[config.mk]
export PLATFORM = sky130hd
export DESIGN_NAME = memory_cycle_bus_flat
export DESIGN_NICKNAME = d
export VERILOG_FILES = /design/src/rtl/memory_cycle_bus_if.sv /design/src/rtl/memory_cycle_bus.sv /design/src/flat_wrapper.sv
export SDC_FILE = /design/constraint.sdc
export NUM_CORES = 1
export LEC_CHECK = 0
export ABC_AREA = 1
export CORE_MARGIN = 5
export CORE_UTILIZATION = 30
export DETAILED_ROUTE_END_ITERATION = 10
export HOLD_SLACK_MARGIN = 0.1
export PLACE_DENSITY = 0.74
export SYNTH_ARGS = -nofsm -noshare
export SYNTH_HDL_FRONTEND = slang
export SYNTH_SLANG_ARGS = --single-unit
[constraint.sdc]
create_clock -name clk -period 1.85 [get_ports clk]
set_input_delay 0.555 -clock clk [delete_from_list [all_inputs] [get_ports clk]]
set_output_delay 0.555 -clock clk [all_outputs]
set_load 0.02 [all_outputs]
[src/rtl/memory_cycle_bus_if.sv]
// ---------------------------------------------------------------------------
// memory_cycle_bus_if
// Data-bus bundle between the MEM stage (master) and data memory (slave).
//   req    master->slave  access request
//   we     master->slave  1 = write, 0 = read
//   addr   master->slave  word-aligned byte address
//   wdata  master->slave  store data
//   ack    slave->master  access completes this cycle
//   rdata  slave->master  read data, valid with ack on reads
// ---------------------------------------------------------------------------
interface memory_cycle_bus_if;
   logic        req;
   logic        we;
   logic [31:0] addr;
   logic [31:0] wdata;
   logic        ack;
   logic [31:0] rdata;

   modport master (output req, output we, output addr, output wdata,
                   input  ack, input  rdata);
   modport slave  (input  req, input  we, input  addr, input  wdata,
                   output ack, output rdata);
endinterface

[src/rtl/memory_cycle_bus.sv]
// ---------------------------------------------------------------------------
// memory_cycle_bus
// MEM stage of a 5-stage RISC-V pipeline. Performs word loads/stores over a
// req/ack data bus with variable wait states, stalls the upstream pipeline
// while an access is outstanding, aborts accesses that exceed MAX_WAIT stall
// cycles, and owns the MEM/WB pipeline register.
// Ports:
//   clk, rst                 clock, synchronous active-high reset
//   RegWriteM .. ALU_ResultM EX/MEM bundle (control, rd, pc+4, data, address)
//   dbus                     data bus (master side)
//   StallM                   freeze PC, IF/ID, ID/EX, EX/MEM
//   BusErrM                  sticky timeout / misaligned-access flag
//   RegWriteW .. ReadDataW   MEM/WB register outputs
// ---------------------------------------------------------------------------
module memory_cycle_bus #(
   parameter int unsigned MAX_WAIT = 16
) (
   input  logic        clk,
   input  logic        rst,
   input  logic        RegWriteM,
   input  logic        MemWriteM,
   input  logic        ResultSrcM,
   input  logic [4:0]  RD_M,
   input  logic [31:0] PCPlus4M,
   input  logic [31:0] WriteDataM,
   input  logic [31:0] ALU_ResultM,
   memory_cycle_bus_if.master dbus,
   output logic        StallM,
   output logic        BusErrM,
   output logic        RegWriteW,
   output logic        ResultSrcW,
   output logic [4:0]  RD_W,
   output logic [31:0] PCPlus4W,
   output logic [31:0] ALU_ResultW,
   output logic [31:0] ReadDataW
);

   localparam int unsigned CW = $clog2(MAX_WAIT + 1);
   localparam logic [CW-1:0] MAX_CNT = CW'(MAX_WAIT);

   typedef enum logic [0:0] {IDLE = 1'b0, WAIT = 1'b1} state_t;

   state_t          state_r;
   state_t          state_nxt_s;
   logic [CW-1:0]   wait_cnt_r;
   logic [CW-1:0]   wait_cnt_nxt_s;

   logic memop_s;
   logic misaligned_s;
   logic req_s;
   logic stall_s;
   logic retire_s;     // MEM/WB captures the M bundle this cycle
   logic complete_s;   // access finished with ack
   logic err_set_s;    // misaligned or timed out: kill the write-back

   assign memop_s      = MemWriteM | ResultSrcM;
   assign misaligned_s = memop_s & (ALU_ResultM[1:0] != 2'b00);

   // Upstream is frozen while waiting, so the M bundle itself holds the bus
   // fields stable; only req is qualified by the FSM.
   assign dbus.req   = req_s;
   assign dbus.we    = MemWriteM;
   assign dbus.addr  = ALU_ResultM;
   assign dbus.wdata = WriteDataM;
   assign StallM     = stall_s;

   // Next-state, bus request, stall and retire decode.
   always_comb begin
      state_nxt_s    = state_r;
      wait_cnt_nxt_s = wait_cnt_r;
      req_s          = 1'b0;
      stall_s        = 1'b0;
      retire_s       = 1'b0;
      complete_s     = 1'b0;
      err_set_s      = 1'b0;
      if (rst) begin
         state_nxt_s    = IDLE;
         wait_cnt_nxt_s = '0;
      end else begin
         case (state_r)
            IDLE: begin
               if (misaligned_s) begin
                  retire_s  = 1'b1;
                  err_set_s = 1'b1;
               end else if (memop_s) begin
                  req_s = 1'b1;
                  if (dbus.ack) begin
                     retire_s   = 1'b1;
                     complete_s = 1'b1;
                  end else begin
                     stall_s        = 1'b1;
                     state_nxt_s    = WAIT;
                     wait_cnt_nxt_s = CW'(1);
                  end
               end else begin
                  retire_s = 1'b1;
               end
            end
            WAIT: begin
               if (wait_cnt_r == MAX_CNT) begin
                  // Abort cycle: request dropped, any ack this cycle ignored.
                  retire_s       = 1'b1;
                  err_set_s      = 1'b1;
                  state_nxt_s    = IDLE;
                  wait_cnt_nxt_s = '0;
               end else begin
                  req_s = 1'b1;
                  if (dbus.ack) begin
                     retire_s       = 1'b1;
                     complete_s     = 1'b1;
                     state_nxt_s    = IDLE;
                     wait_cnt_nxt_s = '0;
                  end else begin
                     stall_s        = 1'b1;
                     wait_cnt_nxt_s = wait_cnt_r + CW'(1);
                  end
               end
            end
            default: begin
               state_nxt_s    = IDLE;
               wait_cnt_nxt_s = '0;
            end
         endcase
      end
   end

   // FSM state and wait counter.
   always_ff @(posedge clk) begin
      if (rst) begin
         state_r    <= IDLE;
         wait_cnt_r <= '0;
      end else begin
         state_r    <= state_nxt_s;
         wait_cnt_r <= wait_cnt_nxt_s;
      end
   end

   // Sticky bus-error flag, cleared only by reset.
   always_ff @(posedge clk) begin
      if (rst) begin
         BusErrM <= 1'b0;
      end else if (err_set_s) begin
         BusErrM <= 1'b1;
      end else begin
         BusErrM <= BusErrM;
      end
   end

   // MEM/WB register: capture on retire, bubble while stalled.
   always_ff @(posedge clk) begin
      if (rst) begin
         RegWriteW   <= 1'b0;
         ResultSrcW  <= 1'b0;
         RD_W        <= 5'd0;
         PCPlus4W    <= 32'h0;
         ALU_ResultW <= 32'h0;
         ReadDataW   <= 32'h0;
      end else if (retire_s) begin
         RegWriteW   <= RegWriteM & ~err_set_s;
         ResultSrcW  <= ResultSrcM;
         RD_W        <= RD_M;
         PCPlus4W    <= PCPlus4M;
         ALU_ResultW <= ALU_ResultM;
         ReadDataW   <= (complete_s & ~MemWriteM) ? dbus.rdata : 32'h0;
      end else begin
         RegWriteW   <= 1'b0;
         ResultSrcW  <= 1'b0;
         RD_W        <= 5'd0;
         PCPlus4W    <= 32'h0;
         ALU_ResultW <= 32'h0;
         ReadDataW   <= 32'h0;
      end
   end

endmodule

[src/flat_wrapper.sv]
// flat-port wrapper written by rule: the top's interface ports become plain ports
module memory_cycle_bus_flat 
#(
   parameter int unsigned MAX_WAIT = 16
)
  (clk, rst, RegWriteM, MemWriteM, ResultSrcM, RD_M, PCPlus4M, WriteDataM, ALU_ResultM, StallM, BusErrM, RegWriteW, ResultSrcW, RD_W, PCPlus4W, ALU_ResultW, ReadDataW, dbus_req, dbus_we, dbus_addr, dbus_wdata, dbus_ack, dbus_rdata);
  memory_cycle_bus_if dbus_i ();
  input  logic clk;
  input  logic rst;
  input  logic RegWriteM;
  input  logic MemWriteM;
  input  logic ResultSrcM;
  input  logic [4:0] RD_M;
  input  logic [31:0] PCPlus4M;
  input  logic [31:0] WriteDataM;
  input  logic [31:0] ALU_ResultM;
  output logic StallM;
  output logic BusErrM;
  output logic RegWriteW;
  output logic ResultSrcW;
  output logic [4:0] RD_W;
  output logic [31:0] PCPlus4W;
  output logic [31:0] ALU_ResultW;
  output logic [31:0] ReadDataW;
  output wire logic [$bits(dbus_i.req)-1:0] dbus_req;
  output wire logic [$bits(dbus_i.we)-1:0] dbus_we;
  output wire logic [$bits(dbus_i.addr)-1:0] dbus_addr;
  output wire logic [$bits(dbus_i.wdata)-1:0] dbus_wdata;
  input wire logic [$bits(dbus_i.ack)-1:0] dbus_ack;
  input wire logic [$bits(dbus_i.rdata)-1:0] dbus_rdata;
  assign dbus_req = dbus_i.req;
  assign dbus_we = dbus_i.we;
  assign dbus_addr = dbus_i.addr;
  assign dbus_wdata = dbus_i.wdata;
  assign dbus_i.ack = dbus_ack;
  assign dbus_i.rdata = dbus_rdata;
  memory_cycle_bus #(.MAX_WAIT(MAX_WAIT)) u_core (.clk(clk), .rst(rst), .RegWriteM(RegWriteM), .MemWriteM(MemWriteM), .ResultSrcM(ResultSrcM), .RD_M(RD_M), .PCPlus4M(PCPlus4M), .WriteDataM(WriteDataM), .ALU_ResultM(ALU_ResultM), .dbus(dbus_i), .StallM(StallM), .BusErrM(BusErrM), .RegWriteW(RegWriteW), .ResultSrcW(ResultSrcW), .RD_W(RD_W), .PCPlus4W(PCPlus4W), .ALU_ResultW(ALU_ResultW), .ReadDataW(ReadDataW));
endmodule
==> flow_metrics.py, run 1 <==
metrics = {
    "placed_design": {
        "placedInstanceArea_sq_mm": 0.006291,
        "portBuffers": 245,
        "gp_congestion": 0.8694,
        "dpl_worst_slack_ps": -884.7,
        "hpwlAfterDp_microns": 9398,
    },
    "worst_hold_path": {
        "hold_class": "reg -> reg",
        "worstHoldStart": "u_core.BusErrM",
    },
    "clock_tree": {
        "clockBufferDepth": 2,
        "holdBufCountCts": 0,
        "cts_max_level": 3,
        "cts_sinks": 110,
        "clkSlewWorstSetupHoldPaths_ps": 70,
        "numCtsBuffers": 9,
        "cts-root-buf": "clkbuf_16",
        "tritoncts": "built",
        "clock_latency_ps": 340,
    },
    "route": {
        "first_iter_violations": 113,
        "ant_nets": 0,
        "drc": 0,
        "dr.pass1.iters": 4,
        "routed_wl_microns": 12470,
        "via_per_inst": 3.929,
        "wl_per_cell_microns": 14.36,
        "vias": 3410,
    },
    "power": {
        "p_int_w": 0.004225,
        "switching_share": 0.2410,
        "p_leak_nw": 4.100,
        "p_sw_w": 0.001342,
        "clock_power_share": 0.387,
        "peakVddDrop_uv": 508.3,
        "powerDensity_mw_per_mm2": 820.3,
        "combPwrFrac": 0.165,
        "pwr-share-seq": 0.448,
    },
    "timing": {
        "fin_crit_sh": 1.058,
        "hold_violations": 0,
        "max_slew_margin": 0.7278,
        "setup_slack_ps": -106.7,
        "post-route-min-period_ps": 1957,
        "setup_violations": 2,
        "slew_violations": 0,
        "clock.fmax_ghz": 0.5111,
        "rsz0062_at_grt": "yes",
        "fin_skew_ps": 7.737,
        "tightest_slew_ps": 408.3,
    },
    "synthesis": {
        "yosysSeqAreaShare": 0.5627,
        "synthCells": 451,
        "synth_seq_cells": 110,
        "ys_warn_count": 0,
        "syn_area_sq_mm": 0.003914,
        "syn-mean-instance-area_sq_um": 8.678,
        "synth.net_count": 592,
        "ys_types": 17,
    },
    "global_route": {
        "grt_util_met2": 0.2859,
        "met1_usage": 0.1441,
        "track_usage": 0.1530,
        "grt_pass1_wl_microns": 18820,
        "grt_max_degree": 45,
        "antenna_found_initial": 0,
        "grt_pass1_vias": 3538,
        "met3_usage": 0.04545,
        "grt_overflow": 0,
        "busiest_layer": "met2",
    },
    "setup_path": {
        "cp-startpoint": "ALU_ResultM[1]",
        "critical_path.top_delay_family": "simple AND/OR/NAND/NOR gates",
        "required_ps": 1290,
        "rr_startpoint": "u_core.wait_cnt_r[0]",
        "start_kind": "input port",
        "path_max_fanout": 2,
        "slowest_stage": "clkdlybuf4s15_2",
        "worst-setup-path-type": "in -> out",
        "end_kind": "output pin",
        "worst_path_most_repeated_cell": "nor2_4",
        "worstPathCellList": "clkdlybuf4s15_2 > nor2_4 > nand2_1 > nand2_2 > nand3_4 > nor2_4 > buf_6",
        "crit_path_max_incr_delay_ps": 200,
        "arrival_ps": 1400,
        "crit_buf_inv": 2,
    },
    "finish": {
        "area_growth_pct": 73.40,
        "layout_common_cells": "126 x clkdlybuf4s50_1, 108 x inv_1, 108 x dfxtp_1, 94 x nor2_1, 57 x buf_4",
        "drive_above_1_share": 0.2112,
        "n_antenna_cell": 0,
        "layout_commonest_cell": "clkdlybuf4s50_1",
        "utilization": 0.5334,
        "fin_area_sq_mm": 0.006787,
        "fill_cells": 1185,
        "layout.nets": 832,
    },
    "floorplan": {
        "die_x_microns": 124.2,
        "die_h_microns": 124.2,
        "io_pins": 310,
        "dieArea_sq_mm": 0.01543,
        "core-area_sq_mm": 0.01272,
        "initial_core_util": 0.3076,
        "rows": 41,
    },
    "status": {
        "status": "finished with violations",
        "failed_checks": "setup timing",
    },
    "flow_run": {
        "drv_cap": 0,
    },
}
## area by class of cell
cell class,count,area [sq um],area share
clock buffers,11,252.7,0.03724
multi-input cells,151,752.0,0.1108
clock inverters,5,86.33,0.01272
flip-flops and latches,110,2205,0.3249
inverters,115,431.7,0.06361
repair buffers,304,2844,0.4191
well taps,172,215.2,0.03171
## repair_timing
item / 4_1_cts / 5_1_grt
buffers inserted: 21 / 0
setup endpoints to repair: 65 / 62
pin swaps: 8 / 3
resized for setup: 189 / 64
## cell usage after synthesis
master,n,area [sq um]
nand3_2,2,20.02
dfxtp_1,110,2202
nor2_4,1,11.26
nand2_2,1,6.260
nand2_1,15,56.30
buf_6,10,112.6
nand3_1,8,40.04
nand4_1,2,12.51
nor3_1,1,5.000
nor2_1,96,360.4
nand2_4,2,22.52
inv_1,115,431.7
a21oi_1,6,30.03
nor2_2,12,75.07
ha_1,2,25.02
o21ai_0,3,15.01
buf_4,65,488.0
## flip-flops by register name, summed over array words and instances, names as in the netlist
name,count
u_core.PCPlus4W,32
u_core.BusErrM,1
u_core.RegWriteW,1
u_core.ReadDataW,32
u_core.RD_W,5
u_core.ALU_ResultW,32
u_core.state_r,1
u_core.wait_cnt_r,5
u_core.ResultSrcW,1
## through the flow
stage                     TNS (ps)  hold slack, ps  instances  total power (W)
after global routing        -382.0           511.5        868         0.005820
after detailed placement    -35910           470.6        831         0.003494
after CTS                   -168.2           483.2        868         0.005658
after floorplan                  0           480.5        451         0.003043
final                       -161.1           453.2        868         0.005567
after global placement      -31520           467.6        831         0.003477
## worst paths after layout
check	end	slack [ps]	cells past startpoint
setup reg to reg	u_core.PCPlus4W[13]	110	12
setup / recovery	StallM	-110	7
hold / removal	u_core.BusErrM	450	2
hold reg to reg	u_core.BusErrM	450	2
## worst min-delay path, stage by stage, from the launching register on
cell and delay, ps:
dfxtp_1 330, o21ai_1 60, inv_1 40
## power groups by stage
| stage | Clock (W) | Sequential, W | Combinational [W] |
|---|---|---|---|
| 6_report | 0.00216 | 0.00249 | 0.000919 |
| 3_3_place_gp | 0 | 0.00255 | 0.000927 |
| 4_1_cts | 0.00223 | 0.00250 | 0.000931 |
| 3_5_place_dp | 0 | 0.00255 | 0.000942 |
| 2_1_floorplan | 0 | 0.00268 | 0.000362 |
| 5_1_grt | 0.00234 | 0.00251 | 0.000979 |
## cell families (layout without fill, tap and decap cells)
group / Yosys count / count (layout) / synth area share
DFF: 110 / 110 / 0.5627
AOI/OAI and AO/OA: 9 / 9 / 0.01151
and+or+nand+nor: 140 / 140 / 0.1557
adders and majority gates: 2 / 2 / 0.006393
buffers and inverters: 190 / 435 / 0.2637
## metal layers
metal / share of wire / vias up
li1: - / 1682
met1: 0.35 / 1516
met2: 0.54 / 163
met3: 0.063 / 49
met4: 0.046 / 0
met5: 0 / -
Power figures use the tool's default switching activity.
==> inputs of run 2 (changes only) <==
--- a/config.mk
+++ b/config.mk
@@ -6,6 +6,7 @@
 export NUM_CORES = 1
 export LEC_CHECK = 0
 export ABC_AREA = 1
+export CAP_MARGIN = 20
 export CORE_MARGIN = 5
 export CORE_UTILIZATION = 30
 export DETAILED_ROUTE_END_ITERATION = 10
==> results of run 2 <==
Final layout, timing and power as in run 1 (identical DEF).
==> inputs of run 3 (changes only) <==
--- a/config.mk
+++ b/config.mk
@@ -7,6 +7,7 @@
 export LEC_CHECK = 0
 export ABC_AREA = 1
 export CAP_MARGIN = 20
+export CORE_ASPECT_RATIO = 0.6
 export CORE_MARGIN = 5
 export CORE_UTILIZATION = 30
 export DETAILED_ROUTE_END_ITERATION = 10
==> run 3 against run 2 <==
  * Final area decreased by 0.28%
  * Global-route usage decreased by 1.9 points
  * Count of clock-buffer cells in the layout decreased by 2
  * Cell count decreased by 0.81%
  * Register-to-register slack got worse by 30 ps
  * Clock skew increased by 4.2 ps
  * Sequential power about the same
  * First-iteration DRC count increased by 6.2%
  * Sequential share of layout area increased by 0.090 points
  * Clock power decreased by 12%
  * Worst hold slack improved by 33 ps
  * Setup slack improved by 19 ps
  * The flow still finishes with violations (setup timing)
==> flow_metrics.py, run 3 (synthesized netlist as in run 1, its figures left out) <==
metrics = {
    "status": {
        "status": "finished with violations",
        "failed_checks": "setup timing",
    },
    "placed_design": {
        "hpwlAfterDp_microns": 8638,
        "dp_cells": 825,
        "gp_congestion": 0.8219,
        "dpl_worst_slack_ps": -863.8,
        "portBuffers": 245,
    },
    "route": {
        "wl_per_cell_microns": 13.56,
        "drc": 0,
        "vias": 3334,
        "routed_wl_microns": 11680,
        "via_per_inst": 3.872,
        "ant_nets": 0,
        "first_iter_violations": 120,
        "dr.pass1.iters": 4,
    },
    "clock_tree": {
        "clkSlewWorstSetupHoldPaths_ps": 80,
        "tritoncts": "built",
        "cts_sinks": 110,
        "numCtsBuffers": 9,
        "cts_max_level": 3,
        "holdBufCountCts": 0,
        "clock_latency_ps": 340,
        "clockBufferDepth": 2,
        "cts-root-buf": "clkbuf_16",
    },
    "finish": {
        "layout_common_cells": "129 x clkdlybuf4s50_1, 109 x inv_1, 108 x dfxtp_1, 95 x nor2_1, 49 x dlymetal6s2s_1",
        "seqCellArea_sq_mm": 0.002205,
        "layout_commonest_cell": "clkdlybuf4s50_1",
        "area_growth_pct": 72.92,
        "n_antenna_cell": 0,
        "multiInputGateArea_sq_um": 765.7,
        "drive_above_1_share": 0.2041,
        "largestRegisters": "u_core.ALU_ResultW (32), u_core.PCPlus4W (32), u_core.ReadDataW (32)",
        "fill_cells": 1144,
        "layout.nets": 827,
        "fin_cells": 861,
    },
    "setup_path": {
        "end_kind": "output pin",
        "required_ps": 1290,
        "path_max_fanout": 3,
        "worst-setup-path-type": "reg -> out",
        "start_kind": "register",
        "arrival_ps": 1380,
    },
    "floorplan": {
        "initial_core_util": 0.3055,
        "rows": 32,
        "core-area_sq_mm": 0.01281,
        "io_pins": 310,
        "dieArea_sq_mm": 0.01551,
        "die_h_microns": 98.48,
        "die_x_microns": 157.5,
    },
    "timing": {
        "setup_violations": 2,
        "max_slew_margin": 0.7385,
        "tightest_slew_ps": 392.3,
        "rsz0062_at_grt": "yes",
        "post-route-min-period_ps": 1938,
        "fin_crit_sh": 1.047,
        "fin_skew_ps": 11.91,
        "clock.fmax_ghz": 0.5161,
        "slew_violations": 0,
        "tns_ps": -149.9,
        "setup_slack_ps": -87.54,
        "hold_violations": 0,
        "holdWs_ps": 486.4,
    },
    "global_route": {
        "grt_overflow": 0,
        "grt_pass1_wl_microns": 16640,
        "antenna_found_initial": 0,
        "grt_max_degree": 53,
        "grt_pass1_vias": 3347,
        "track_usage": 0.1345,
    },
    "power": {
        "powerDensity_mw_per_mm2": 786.1,
        "combPwrFrac": 0.174,
        "p_sw_w": 0.001400,
        "peakVddDrop_uv": 365.7,
        "p_int_w": 0.003920,
        "switching_share": 0.2632,
        "pwr-share-seq": 0.469,
        "p_leak_nw": 4.067,
        "clock_power_share": 0.357,
    },
    "worst_hold_path": {
        "hold_class": "reg -> reg",
    },
    "flow_run": {
        "drv_cap": 0,
    },
}
-- run 3: area by class of cell --
type	count	area share
well taps	170	0.03143
flip-flops and latches	110	0.3258
clock buffers	9	0.03328
inverters	115	0.06378
clock inverters	7	0.01109
multi-input cells	151	0.1131
repair buffers	299	0.4215
-- run 3: final timing paths --
| kind | to | startpoint | slack, ps | cells past startpoint |
|---|---|---|---|---|
| worst max-delay path | StallM | u_core.wait_cnt_r[1] | -90 | 8 |
| worst min-delay path | u_core.BusErrM | u_core.BusErrM | 490 | 2 |
| worst max register to register | u_core.ALU_ResultW[9] | u_core.wait_cnt_r[1] | 80 | 13 |
| worst min register to register | u_core.BusErrM | u_core.BusErrM | 490 | 2 |
-- run 3: power groups by stage --
| stage | logic [W] | clock network (W) | registers, W |
|---|---|---|---|
| finish | 0.000924 | 0.00190 | 0.00250 |
| floorplan | 0.000362 | 0 | 0.00268 |
| global route | 0.000988 | 0.00206 | 0.00251 |
| global placement | 0.000909 | 0 | 0.00255 |
| detailed placement | 0.000918 | 0 | 0.00256 |
| CTS | 0.000897 | 0.00197 | 0.00250 |
-- run 3: worst max-delay path, stage by stage (launching register included) --
cell     delay, ps
dfxtp_2        340
inv_2           40
ha_4           150
nand2_2         50
inv_2           50
nand3_4         80
nand3_4         90
nor2_4         110
buf_6          120
-- run 3: per-stage QoR --
| step | total power (W) | util | cell area, sq um |
|---|---|---|---|
| floorplan | 0.003043 | - | 3914 |
| global placement | 0.003458 | 0.4875 | 6246 |
| detailed placement | 0.003474 | 0.4875 | 6246 |
| CTS | 0.005370 | 0.5088 | 6519 |
| global route | 0.005557 | 0.5282 | 6768 |
| finish | 0.005320 | 0.5282 | 6768 |
-- run 3: repair_timing --
action,in CTS,in global routing
gates cloned,0,4
resized for setup,186,66
setup endpoints to repair,62,123
setup buffers,14,3
pin swaps,8,5
-- run 3: routing by layer --
metal | vias to the layer above | track usage | wire, microns
met3 | 8 | 0.05968 | 1110
met1 | 1487 | 0.1547 | 4838
met4 | 0 | 0.02710 | 64
met5 | - | 0 | 0
li1 | 1675 | - | -
met2 | 164 | 0.2332 | 5661
